### src/rtl/ttl_7458_bist_pkg.sv
// Shared definitions for the 7458 self-test engine: FSM states,
// vector count and the field positions of p1/p2 inside a vector index.
package ttl_pkg;

    typedef enum logic [1:0] {
        IDLE,
        SETTLE,
        CHECK,
        DONE
    } state_t;

    localparam int N_VEC_7458 = 1024;

    localparam int P1_LSB = 0;
    localparam int P1_W   = 6;
    localparam int P2_LSB = 6;
    localparam int P2_W   = 4;

    localparam logic [9:0] LAST_VEC = 10'(N_VEC_7458 - 1);

endpackage

### src/rtl/ttl_7458_bist_if.sv
// Pin-level connection between the self-test engine and a 7458 instance.
// The engine is the master: it drives the gate inputs and reads back y.
interface ttl_7458_bist_if;

    logic [5:0] p1;
    logic [3:0] p2;
    logic       p1y;
    logic       p2y;

    modport master (
        output p1,
        output p2,
        input  p1y,
        input  p2y
    );

    modport slave (
        input  p1,
        input  p2,
        output p1y,
        output p2y
    );

endinterface

### src/rtl/ttl_7458_bist_model.sv
// Combinational golden model of the 7458 dual AND-OR gate.
// Kept standalone so other benches can reuse it as a reference.
module ttl_7458_model (
    input  logic [5:0] p1,
    input  logic [3:0] p2,
    output logic       exp_p1y,
    output logic       exp_p2y
);

    // 3-3 AND-OR on the first gate, 2-2 AND-OR on the second
    assign exp_p1y = (p1[0] & p1[1] & p1[2]) | (p1[3] & p1[4] & p1[5]);
    assign exp_p2y = (p2[0] & p2[1]) | (p2[2] & p2[3]);

endmodule

### src/rtl/ttl_7458_bist.sv
// Exhaustive self-test engine for a 7458: walks all 1024 input vectors,
// holds each for SETTLE_CYCLES, then compares the gate outputs against
// the golden model and accumulates an error count and first failure.
module ttl_7458_bist
    import ttl_pkg::*;
#(
    parameter int SETTLE_CYCLES = 2
) (
    input  logic             clk,
    input  logic             rst_n,
    input  logic             start,
    input  logic             abort,
    ttl_7458_bist_if.master  pins,
    output logic             busy,
    output logic             done,
    output logic             pass,
    output logic [10:0]      err_count,
    output logic             fail_valid,
    output logic [9:0]       first_fail
);

    localparam logic [7:0] SETTLE_LAST = 8'(SETTLE_CYCLES - 1);

    state_t     state;
    logic [9:0] v;
    logic [7:0] settle_cnt;
    logic       exp_p1y;
    logic       exp_p2y;
    logic       mismatch;

    // Pins follow the vector register directly so they only move when v does
    assign pins.p1 = v[P1_LSB +: P1_W];
    assign pins.p2 = v[P2_LSB +: P2_W];

    ttl_7458_model u_model (
        .p1      (v[P1_LSB +: P1_W]),
        .p2      (v[P2_LSB +: P2_W]),
        .exp_p1y (exp_p1y),
        .exp_p2y (exp_p2y)
    );

    // One mismatch per vector regardless of how many outputs are wrong
    assign mismatch = (pins.p1y != exp_p1y) || (pins.p2y != exp_p2y);

    // Test sequencer: start/abort handling, settle timing, checking and results
    always_ff @(posedge clk or negedge rst_n) begin
        if (!rst_n) begin
            state      <= IDLE;
            v          <= '0;
            settle_cnt <= '0;
            busy       <= 1'b0;
            done       <= 1'b0;
            pass       <= 1'b0;
            err_count  <= '0;
            fail_valid <= 1'b0;
            first_fail <= '0;
        end else begin
            case (state)
                IDLE, DONE: begin
                    done <= 1'b0;
                    if (start && !abort) begin
                        state      <= SETTLE;
                        v          <= '0;
                        settle_cnt <= '0;
                        busy       <= 1'b1;
                        pass       <= 1'b0;
                        err_count  <= '0;
                        fail_valid <= 1'b0;
                        first_fail <= '0;
                    end
                end
                SETTLE: begin
                    if (abort) begin
                        state      <= IDLE;
                        busy       <= 1'b0;
                        pass       <= 1'b0;
                        settle_cnt <= '0;
                    end else if (settle_cnt == SETTLE_LAST) begin
                        state      <= CHECK;
                        settle_cnt <= '0;
                    end else begin
                        settle_cnt <= settle_cnt + 8'd1;
                    end
                end
                CHECK: begin
                    if (abort) begin
                        state <= IDLE;
                        busy  <= 1'b0;
                        pass  <= 1'b0;
                    end else begin
                        if (mismatch) begin
                            err_count <= err_count + 11'd1;
                            if (!fail_valid) begin
                                fail_valid <= 1'b1;
                                first_fail <= v;
                            end
                        end
                        if (v == LAST_VEC) begin
                            state <= DONE;
                            busy  <= 1'b0;
                            done  <= 1'b1;
                            pass  <= !fail_valid && !mismatch;
                        end else begin
                            state <= SETTLE;
                            v     <= v + 10'd1;
                        end
                    end
                end
                default: begin
                    state <= IDLE;
                    busy  <= 1'b0;
                end
            endcase
        end
    end

endmodule

### src/flat_wrapper.sv
// flat-port wrapper written by rule: the top's interface ports become plain ports
module ttl_7458_bist_flat import ttl_pkg::*;
#(
    parameter int SETTLE_CYCLES = 2
)
  (clk, rst_n, start, abort, busy, done, pass, err_count, fail_valid, first_fail, pins_p1, pins_p2, pins_p1y, pins_p2y);
  ttl_7458_bist_if pins_i ();
  input  logic clk;
  input  logic rst_n;
  input  logic start;
  input  logic abort;
  output logic busy;
  output logic done;
  output logic pass;
  output logic [10:0] err_count;
  output logic fail_valid;
  output logic [9:0] first_fail;
  output wire logic [$bits(pins_i.p1)-1:0] pins_p1;
  output wire logic [$bits(pins_i.p2)-1:0] pins_p2;
  input wire logic [$bits(pins_i.p1y)-1:0] pins_p1y;
  input wire logic [$bits(pins_i.p2y)-1:0] pins_p2y;
  assign pins_p1 = pins_i.p1;
  assign pins_p2 = pins_i.p2;
  assign pins_i.p1y = pins_p1y;
  assign pins_i.p2y = pins_p2y;
  ttl_7458_bist #(.SETTLE_CYCLES(SETTLE_CYCLES)) u_core (.clk(clk), .rst_n(rst_n), .start(start), .abort(abort), .pins(pins_i), .busy(busy), .done(done), .pass(pass), .err_count(err_count), .fail_valid(fail_valid), .first_fail(first_fail));
endmodule
### config.mk
export PLATFORM = sky130hd
export DESIGN_NAME = ttl_7458_bist_flat
export DESIGN_NICKNAME = d
export VERILOG_FILES = /design/src/rtl/ttl_7458_bist_pkg.sv /design/src/rtl/ttl_7458_bist_if.sv /design/src/rtl/ttl_7458_bist_model.sv /design/src/rtl/ttl_7458_bist.sv /design/src/flat_wrapper.sv
export SDC_FILE = /design/constraint.sdc
export NUM_CORES = 1
export LEC_CHECK = 0
export ABC_AREA = 0
export CORE_ASPECT_RATIO = 0.5
export CORE_MARGIN = 3
export CORE_UTILIZATION = 48
export CTS_CLUSTER_SIZE = 40
export DETAILED_ROUTE_END_ITERATION = 10
export PLACE_DENSITY = 0.74
export SYNTH_ARGS = -nofsm -noshare
export SYNTH_HDL_FRONTEND = slang
export SYNTH_SLANG_ARGS = --single-unit
### constraint.sdc
create_clock -name clk -period 5.9 [get_ports clk]
set_input_delay 1.475 -clock clk [delete_from_list [all_inputs] [get_ports clk]]
set_output_delay 1.475 -clock clk [all_outputs]
set_load 0.05 [all_outputs]
==> summary.txt, run 1 <==
Critical path
  • Crit Reg-Reg Endpoint: u_core.first_fail[0]
  • Flop2flop setup slack: 3.16 ns
  • Data arrival time at the worst-slack endpoint: approximately 3.8 ns
  • Worst path required time: slightly above 6 ns
  • Beginning of the worst register-to-register path: u_core.v[0]
  • Worst Path Class, Setup: in2reg
  • Crit start category: input port
  • Endpoint class of the critical path: flip-flop
  • Top fanout value on the critical path: 29
  • FF-to-FF path depth: 7
  • CP startpoint: abort

Cells and area
  • End-of-flow core utilization: between 60% and 70%
  • Non-filler cells, final: a little under 400
  • Fraction of layout instances using a drive strength above 1: a little under a tenth
  • Antenna diode count: 0
  • Area Growth Syn to Fin: 19.8%
  • Layout Nets: between 300 and 400

Die
  • IO Count: 41
  • Initial cell density of the core: 51.6%
  • Floorplan die height: 58.3 um
  • Horizontal die dimension: 111 um
  • Site row count: 18
  • Placeable core region: between 0.005 and 0.006 mm^2
  • Floorplan die area: ~0.0065 mm^2

Timing
  • Highest clock rate: roughly 280 MHz
  • Final sum of negative setup slack: 0 ns
  • Final Critical Period: between 3 and 4 ns
  • Setup repair after global routing missed its margin: no
  • Largest clock skew in the final design: 0.00992 ns
  • Fin. Hold Viols: 0
  • Number of pins with negative max-slew slack in the final report: 0
  • Relative slew slack: between 30% and 40%
  • Number of setup violations in the final report: 0
  • Period utilization: 61.3%
  • Worst Max-Slew Pin Slew: 1.02 ns
  • Smallest setup slack after layout: around 2.3 ns

Hold path
  • Hold path cells: 1
  • Min-delay src: u_core.settle_cnt[7]
  • Capture endpoint of the worst hold path: u_core.settle_cnt[7]
  • Class of the tightest hold or removal check: reg2reg

GRT
  • Global-route wire length before repair: between 10000 and 15000 um
  • Initial antenna violation count: 0
  • Maximum number of pins on one net before global-route repair: 46
  • Total GRT Usage: 19.5%
  • Vias in the first global route: about 2200
  • Leftover overflow at the end of global routing: 0

Pwr
  • Overall power of the completed layout: 0.934 mW
  • Leak pwr: between 1 and 1.5 nW
  • Worst VDD drop: 0.000114 V
  • Power Density: approximately 300 mW/mm^2

Clocking
  • TritonCTS sink count: between 40 and 50
  • Setup Buffers After CTS: 0
  • Hold-fix buffers, CTS: 0
  • TritonCTS buffer count: 5
  • Clock transition time at the flip-flop clock pins of the worst setup and hold paths: around 0.090 ns
  • Clock latency on the worst-skew pair: ~0.30 ns
  • H-tree Lvls: 2
  • Root buf cell: sky130_fd_sc_hd__clkbuf_8
  • Total of cells resized after clock tree synthesis: 0
  • Maximum clock path buffer count: 2
  • TritonCTS clock tree: yes

Route
  • Sum of routed wire length over all layers: 5970 um
  • Post-DR vias/cell: just under 6
  • Residual DRC: 0
  • Post-DRT Antenna Nets: 0
  • Iteration-0 DRC Markers: 85
  • DR vias: roughly 2300
  • Drt first pass iters: 5
  • Drt wl/cell: ~16 um

Synthesis
  • Unique cell type count in the Yosys netlist: 48
  • Most instantiated flip-flop cell in the synthesis netlist: sky130_fd_sc_hd__dfrtp_1
  • Synth warn: 0
  • Post-synthesis register bit count: 45
  • Synth top area cells: sky130_fd_sc_hd__dfrtp_1 (43%), sky130_fd_sc_hd__nand2_1 (5.9%), sky130_fd_sc_hd__o211ai_2 (5.2%)
  • Post-Syn Area: 0.00263 mm^2
  • Number of flops mapped to enable cells by yosys: 0
  • Library cell occupying the most area in the post-synthesis netlist: sky130_fd_sc_hd__dfrtp_1
  • Average cell area after synthesis: ~9.4 um^2
  • Async set or reset register ratio after synthesis: between 90% and 100%
  • Most repeated cell in the gate-level netlist after synthesis: sky130_fd_sc_hd__dfrtp_1
  • Share of Yosys cell area claimed by the top area cell type: a little over two fifths
  • Net count after synthesis: just under 300
  • Ranking of synthesized cells by instance count: sky130_fd_sc_hd__dfrtp_1 (45), sky130_fd_sc_hd__nand2_1 (41), sky130_fd_sc_hd__nand3_1 (19)
  • Part of the Yosys area used for sequential elements: 42.9%
  • Cells after synthesis: between 200 and 300

Placement
  • HPWL after DPL: 4080 um
  • Count of input and output buffers: 40
  • Post-placement cell count: 377
  • Worst slack at placement: approximately 2 ns
  • Final weighted congestion in routability-driven placement: 0.764

Run status
  • Run status: finished clean

Run
  • Number of violations of the max-capacitance limit: 0
## area by class of cell
type | count | area [um^2]
clock inverters | 2 | 13.8
flip-flops and latches | 45 | 1130
clock buffers | 6 | 82.6
repair buffers | 41 | 403
fillers | 431 | 1940
multi-input cells | 212 | 1400
inverters | 9 | 33.8
well taps | 70 | 87.6
## per-stage QoR
stage / area [um^2] / hold slack [ns]
3_5_place_dp: 3050 / 0.485
2_1_floorplan: 2630 / 0.434
6_report: 3150 / 0.487
4_1_cts: 3150 / 0.500
5_1_grt: 3150 / 0.538
3_3_place_gp: 3050 / 0.475
## layer usage
| layer | wire length (um) | track usage [%] | vias to the layer above |
|---|---|---|---|
| li1 | - | - | 1089 |
| met4 | 57 | 4.91 | 0 |
| met5 | 0 | 0 | - |
| met1 | 2760 | 27.0 | 1118 |
| met2 | 2790 | 31.6 | 69 |
| met3 | 367 | 4.62 | 8 |
## report_power, final
part	leakage, nW	internal, mW	switching, mW
clock	0.0512	0.0951	0.111
combinational	0.705	0.100	0.273
sequential	0.621	0.331	0.0237
## critical path, cell delays in order
cell and delay (ns):
sky130_fd_sc_hd__clkdlybuf4s50_1 0.60, sky130_fd_sc_hd__nand2b_1 0.26, sky130_fd_sc_hd__a21o_1 0.74, sky130_fd_sc_hd__or2_1 0.56
sky130_fd_sc_hd__o211ai_2 0.15
## cells by family after synthesis
| kind of cell | after synthesis | share of synthesized area (%) |
|---|---|---|
| and+or+nand+nor | 113 | 21.1 |
| adders and majority gates | 7 | 3.33 |
| xor gates and xnor gates | 9 | 4.00 |
| muxes | 5 | 2.24 |
| AOI/OAI and AO/OA | 78 | 22.6 |
| buffers and inverters | 24 | 3.86 |
| DFF | 45 | 42.9 |
## cells in the final DEF, fill, tap and decap left out, types with 4 or more instances in the layout
| master | count |
|---|---|
| sky130_fd_sc_hd__dfrtp_1 | 45 |
| sky130_fd_sc_hd__nand2_1 | 41 |
| sky130_fd_sc_hd__clkdlybuf4s50_1 | 39 |
| sky130_fd_sc_hd__nand3_1 | 19 |
| sky130_fd_sc_hd__nor2_1 | 18 |
| sky130_fd_sc_hd__o21ai_1 | 17 |
| sky130_fd_sc_hd__o211ai_2 | 11 |
| sky130_fd_sc_hd__a21oi_1 | 11 |
| sky130_fd_sc_hd__and3_1 | 10 |
| sky130_fd_sc_hd__inv_1 | 9 |
| sky130_fd_sc_hd__o21ai_0 | 8 |
| sky130_fd_sc_hd__nand4_1 | 7 |
| sky130_fd_sc_hd__ha_1 | 7 |
| sky130_fd_sc_hd__a31oi_1 | 6 |
| sky130_fd_sc_hd__clkbuf_8 | 6 |
| sky130_fd_sc_hd__a22o_1 | 5 |
| sky130_fd_sc_hd__xor2_1 | 4 |
## flip-flops by register name, summed over array words and instances (netlist names)
| register | flops |
|---|---|
| u_core.first_fail | 10 |
| u_core.err_count | 11 |
| u_core.v | 10 |
| u_core.fail_valid | 1 |
| u_core.pass | 1 |
| u_core.state | 2 |
| u_core.done | 1 |
| u_core.busy | 1 |
| u_core.settle_cnt | 8 |
## worst max-delay path by stage
stage,endpoint,slack [ns]
CTS,u_core.first_fail[0],2.33
global route,u_core.first_fail[6],2.13
global placement,u_core.first_fail[7],2.08
finish,u_core.first_fail[0],2.28
detailed placement,u_core.first_fail[0],1.98
floorplan,u_core.err_count[5],3.28
Note: power is estimated with default switching activity, not from simulation.
==> inputs of run 2 (changes only) <==
- PLACE_DENSITY: 0.74 -> 0.77
- clock period: 5.9 -> 3.2 ns (I/O delays scaled with it)
==> summary.txt, run 2 (synthesis results as in run 1) <==
Run status
  • Run status: finished clean

GRT
  • Leftover overflow at the end of global routing: 0 (unchanged)
  • Maximum number of pins on one net before global-route repair: 46 (unchanged)
  • Global-route wire length before repair: 10300 um (unchanged)
  • Initial antenna violation count: 0 (unchanged)
  • Total GRT Usage: 19.4% (-0.14 points)
  • Vias in the first global route: 2208 (+1.6%)

Pwr
  • Worst VDD drop: 0.000253 V (+120%)
  • Overall power of the completed layout: 1.80 mW (+93%)
  • Leak pwr: 1.40 nW (+1.6%)
  • Power Density: 567 mW/mm^2 (+91%)

Critical path
  • Top fanout value on the critical path: 11 (-62%)
  • Worst path required time: 3.38 ns (-2.70 ns)
  • Endpoint class of the critical path: flip-flop
  • Crit start category: flip-flop
  • FF-to-FF path depth: 8 (+1)
  • Data arrival time at the worst-slack endpoint: 2.76 ns (-1.03 ns)
  • Worst Path Class, Setup: reg2reg

Route
  • Iteration-0 DRC Markers: 93 (+9.4%)
  • WL met1: 2880 um (+4.2%)
  • Drt first pass iters: 4 (-1)
  • Routed met3 length: 176 um (-52%)
  • Drt wl/cell: 14.9 um (-4.1%)
  • DR vias: 2201 (-3.6%)
  • Highest signal layer in the routed design: met4
  • Met2 wirelength from detailed routing: 2680 um (-3.7%)
  • Post-DRT Antenna Nets: 0 (unchanged)
  • Residual DRC: 0 (unchanged)
  • Post-DR vias/cell: 5.67 (-4.4%)
  • Sum of routed wire length over all layers: 5770 um (-3.3%)

Timing
  • Smallest setup slack after layout: 0.624 ns (-1.66 ns)
  • Relative slew slack: 33.8% (+1.6 points)
  • Largest clock skew in the final design: 0.00655 ns (-0.00337 ns)
  • Final sum of negative setup slack: 0 ns (unchanged)
  • Fin. Hold Viols: 0 (unchanged)
  • Number of setup violations in the final report: 0 (unchanged)
  • Number of pins with negative max-slew slack in the final report: 0 (unchanged)
  • Setup repair after global routing missed its margin: no
  • Final Critical Period: roughly 2.6 ns
  • Highest clock rate: slightly below 400 MHz
  • Worst Max-Slew Pin Slew: 0.993 ns (-0.0246 ns)
  • Period utilization: about four fifths

Placement
  • Final weighted congestion in routability-driven placement: 0.819 (+7.2%)
  • HPWL after DPL: 4090 um (+0.25%)
  • Worst slack at placement: 0.282 ns (-1.70 ns)
  • Placed Instance Area: 0.00308 mm^2 (+0.98%)
  • Count of input and output buffers: 40 (unchanged)

Clocking
  • Hold-fix buffers, CTS: 0 (unchanged)
  • TritonCTS clock tree: yes
  • H-tree Lvls: 2 (unchanged)
  • TritonCTS sink count: 45 (unchanged)
  • Root buf cell: sky130_fd_sc_hd__clkbuf_8
  • TritonCTS buffer count: 5 (unchanged)
  • Setup Buffers After CTS: 0 (unchanged)
  • Total of cells resized after clock tree synthesis: 0 (unchanged)
  • Clock transition time at the flip-flop clock pins of the worst setup and hold paths: 0.08 ns (about the same)
  • Clock latency on the worst-skew pair: 0.30 ns (about the same)
  • Maximum clock path buffer count: 2 (unchanged)

Cells and area
  • Fraction of layout instances using a drive strength above 1: 10.4% (+0.85 points)
  • Final std cell area, no fill: 0.00318 mm^2 (+1.2%)
  • Area Growth Syn to Fin: 21.2%
  • Number of flip-flops under the largest register name: 11 (unchanged)
  • Layout Nets: 331 (+1.2%)
  • Commonest non-fill, non-tap cells in the layout: sky130_fd_sc_hd__dfrtp_1 (45), sky130_fd_sc_hd__nand2_1 (41), sky130_fd_sc_hd__clkdlybuf4s50_1 (39), sky130_fd_sc_hd__nand3_1 (19), sky130_fd_sc_hd__nor2_1 (18)
  • Most common library cell in the layout ignoring fill and taps: sky130_fd_sc_hd__dfrtp_1
  • Reg with most FFs: u_core.err_count
  • Antenna diode count: 0 (unchanged)
  • Largest registers ranked by flip-flop count: u_core.err_count x11, u_core.first_fail x10, u_core.v x10

Die
  • Initial cell density of the core: 51.6% (unchanged)
  • Floorplan die area: 0.00645 mm^2 (unchanged)
  • Placeable core region: 0.00509 mm^2 (unchanged)
  • Horizontal die dimension: 111 um (unchanged)
  • Floorplan die height: 58.3 um (unchanged)
  • IO Count: 41 (unchanged)
  • Site row count: 18 (unchanged)

Hold path
  • Hold path cells: 1 (unchanged)
  • Class of the tightest hold or removal check: reg2reg

Run
  • Number of violations of the max-capacitance limit: 0 (unchanged)
## run 2: changes by cell type in the layout (fill, tap and decap cells not counted), sizes merged
cell | previous run | this run
bufinv | 0 | 1
clkinv | 2 | 1
buf | 2 | 6
clkbuf | 6 | 5
## run 2: layout make-up
cell class	count	area, um^2
Clock buffer	5	68.8
Clock inverter	2	35.0
Fill cell	447	1910
Inverter	9	33.8
Multi-Input combinational cell	212	1400
Sequential cell	45	1130
Tap cell	70	87.6
Timing Repair Buffer	45	433
## run 2: path summary, 6_finish.rpt
kind | from | endpoint | slack [ns]
max in group asynchronous | rst_n | u_core.first_fail[5] | 1.93
setup / recovery | u_core.v[0] | u_core.first_fail[0] | 0.62
min in group asynchronous | rst_n | u_core.err_count[8] | 0.66
hold reg to reg | u_core.settle_cnt[7] | u_core.settle_cnt[7] | 0.48
hold / removal | u_core.settle_cnt[7] | u_core.settle_cnt[7] | 0.48
setup reg to reg | u_core.v[0] | u_core.first_fail[0] | 0.62
## run 2: through the flow
stage	hold WS, ns	util (%)	std cells
4_1_cts	0.486	62.6	388
3_3_place_gp	0.463	60.5	381
2_1_floorplan	0.434	-	281
5_1_grt	0.516	62.6	388
3_5_place_dp	0.475	60.5	381
6_report	0.484	62.6	388
## run 2: worst max-delay path: stages (launching register included)
cell and delay [ns]:
sky130_fd_sc_hd__dfrtp_1 0.46, sky130_fd_sc_hd__ha_1 0.28, sky130_fd_sc_hd__ha_1 0.22, sky130_fd_sc_hd__a31oi_4 0.19, sky130_fd_sc_hd__xnor2_1 0.14, sky130_fd_sc_hd__o21ai_1 0.67
sky130_fd_sc_hd__or2_1 0.19, sky130_fd_sc_hd__buf_4 0.20, sky130_fd_sc_hd__o211ai_2 0.10
## run 2: power by group
part | switching, mW | leakage, nW | internal (mW)
sequential | 0.0452 | 0.621 | 0.611
clock | 0.193 | 0.0540 | 0.227
combinational | 0.506 | 0.723 | 0.223
total | 0.744 | 1.40 | 1.06
## run 2: per-layer routing
| layer | vias to the layer above | global-route usage [%] |
|---|---|---|
| met5 | - | 0 |
| met4 | 0 | 2.81 |
| met3 | 5 | 4.93 |
| met2 | 33 | 31.9 |
| met1 | 1071 | 27.0 |
| li1 | 1092 | - |
==> inputs of run 3 (changes only) <==
- PLACE_DENSITY: 0.77 -> 0.74
- clock period: 3.2 -> 2.6 ns (I/O delays scaled with it)
==> summary.txt, run 3 (synthesis results as in run 1) <==
Run status
  • Run status: finished clean

GRT
  • Total GRT Usage: 20.5% (+1.1 points)
  • Vias in the first global route: 2192 (-0.72%)
  • Initial antenna violation count: 0 (unchanged)
  • Maximum number of pins on one net before global-route repair: 46 (unchanged)
  • Global-route wire length before repair: 10800 um (+4.2%)
  • Leftover overflow at the end of global routing: 0 (unchanged)

Placement
  • Worst slack at placement: 0.164 ns (-0.119 ns)
  • Final weighted congestion in routability-driven placement: 0.845 (+3.2%)
  • HPWL after DPL: 4180 um (+2.2%)
  • Count of input and output buffers: 40 (unchanged)

Cells and area
  • Reg with most FFs: u_core.err_count
  • Filler cell count: 434 (-2.9%)
  • Area Growth Syn to Fin: 24.0%
  • Number of flip-flops under the largest register name: 11 (unchanged)
  • Fraction of layout instances using a drive strength above 1: 12.3% (+1.9 points)
  • Largest registers ranked by flip-flop count: u_core.err_count x11, u_core.first_fail x10, u_core.v x10
  • Most common library cell in the layout ignoring fill and taps: sky130_fd_sc_hd__dfrtp_1
  • Antenna diode count: 0 (unchanged)
  • Commonest non-fill, non-tap cells in the layout: sky130_fd_sc_hd__dfrtp_1 (45), sky130_fd_sc_hd__nand2_1 (41), sky130_fd_sc_hd__clkdlybuf4s50_1 (39), sky130_fd_sc_hd__nand3_1 (19), sky130_fd_sc_hd__nor2_1 (18)
  • Layout Nets: 337 (+1.8%)

Route
  • Residual DRC: 0 (unchanged)
  • Drt wl/cell: 15.5 um (+4.3%)
  • Iteration-0 DRC Markers: 94 (+1.1%)
  • Sum of routed wire length over all layers: 6130 um (+6.2%)
  • Drt first pass iters: 4 (unchanged)
  • Post-DR vias/cell: 5.74 (+1.2%)
  • Post-DRT Antenna Nets: 0 (unchanged)
  • DR vias: 2267 (+3.0%)

Timing
  • Number of pins with negative max-slew slack in the final report: 0 (unchanged)
  • Smallest setup slack after layout: 0.245 ns (-0.379 ns)
  • Final Critical Period: 2.35 ns
  • Fin. Hold Viols: 0 (unchanged)
  • Largest clock skew in the final design: 0.0113 ns (+0.00473 ns)
  • Final sum of negative setup slack: 0 ns (unchanged)
  • Relative slew slack: 61.5% (+28 points)
  • Period utilization: between 90% and 100%
  • Number of setup violations in the final report: 0 (unchanged)
  • Highest clock rate: 425 MHz
  • Setup repair after global routing missed its margin: no
  • Worst Max-Slew Pin Slew: 0.578 ns (-0.415 ns)
  • Final-layout worst hold slack: 0.397 ns (-0.0870 ns)

Critical path
  • Cell class contributing the biggest share of worst-path delay: buffers and inverters
  • CP max stage delay: 0.88 ns (+0.21 ns)
  • Endpoint class of the critical path: output pin
  • Worst Path Class, Setup: reg2out
  • Chain of cells forming the critical path: clkdlybuf4s50_1
  • Data arrival time at the worst-slack endpoint: 1.70 ns (-1.06 ns)
  • Cell with the largest stage delay on the worst path: sky130_fd_sc_hd__clkdlybuf4s50_1
  • Worst path bufs/invs: 1 (unchanged)
  • Worst path required time: 1.95 ns (-1.43 ns)
  • Top fanout value on the critical path: 8 (-3)
  • Crit start category: flip-flop

Hold path
  • Class of the tightest hold or removal check: in2async

Die
  • Placeable core region: 0.00509 mm^2 (unchanged)
  • Initial cell density of the core: 51.6% (unchanged)
  • Site row count: 18 (unchanged)
  • Floorplan die area: 0.00645 mm^2 (unchanged)
  • Floorplan die height: 58.3 um (unchanged)
  • IO Count: 41 (unchanged)
  • Horizontal die dimension: 111 um (unchanged)

Clocking
  • Hold-fix buffers, CTS: 0 (unchanged)
  • Maximum clock path buffer count: 2 (unchanged)
  • H-tree Lvls: 2 (unchanged)
  • Clock latency on the worst-skew pair: 0.31 ns (about the same)
  • TritonCTS sink count: 45 (unchanged)
  • TritonCTS clock tree: yes
  • Total of cells resized after clock tree synthesis: 0 (unchanged)
  • Clock transition time at the flip-flop clock pins of the worst setup and hold paths: 0.09 ns (about the same)
  • Setup Buffers After CTS: 0 (unchanged)
  • TritonCTS buffer count: 5 (unchanged)
  • Root buf cell: sky130_fd_sc_hd__clkbuf_8

Pwr
  • Worst VDD drop: 0.000401 V (+58%)
  • Leak pwr: 1.44 nW (+3.1%)
  • Power Density: 726 mW/mm^2 (+28%)
  • Overall power of the completed layout: 2.37 mW (+31%)

Run
  • Number of violations of the max-capacitance limit: 0 (unchanged)
==> run 3: path summary, 6_finish.rpt <==
path	startpoint	endpoint	slack [ns]	depth (start not counted)
worst min-delay path	rst_n	u_core.err_count[8]	0.40	2
worst min register to register	u_core.settle_cnt[7]	u_core.settle_cnt[7]	0.49	1
worst max register to register	u_core.v[0]	u_core.err_count[5]	0.33	7
max in group asynchronous	rst_n	u_core.first_fail[8]	1.78	2
min in group clk	u_core.settle_cnt[7]	u_core.settle_cnt[7]	0.49	1
worst max-delay path	u_core.v[3]	pins_p1[3]	0.25	1
==> run 3: through the flow <==
step | std cells | utilization (%) | instance area, um^2
2_1_floorplan | 281 | - | 2630
3_3_place_gp | 387 | 61.4 | 3130
3_5_place_dp | 387 | 61.4 | 3130
4_1_cts | 395 | 64.0 | 3260
5_1_grt | 395 | 64.0 | 3260
6_report | 395 | 64.0 | 3260
==> run 3: final cells by class <==
type                       instances  area (um^2)  share of cell area (%)
inverter                           9         33.8                    1.04
sequential                        45         1130                    34.5
timing repair buffer              51          478                    14.7
clock buffer                       5         68.8                    2.11
multi-input combinational        212         1400                    43.0
tap                               70         87.6                    2.69
clock inverter                     3         65.1                    2.00
==> run 3: layer usage <==
layer  vias to the layer above  global-route usage, %  wire, um
met5                         -                      0         0
met4                         0                   4.74        42
met3                         5                   4.00       239
met2                        52                   33.3      2940
met1                      1107                   29.0      2900
li1                       1103                      -         -
==> run 3: power breakdown <==
group	internal (mW)	switching, mW	total [mW]	leakage [nW]
clock	0.382	0.253	0.635	0.0681
combinational	0.293	0.634	0.927	0.752
sequential	0.752	0.0529	0.805	0.621
total	1.43	0.940	2.37	1.44
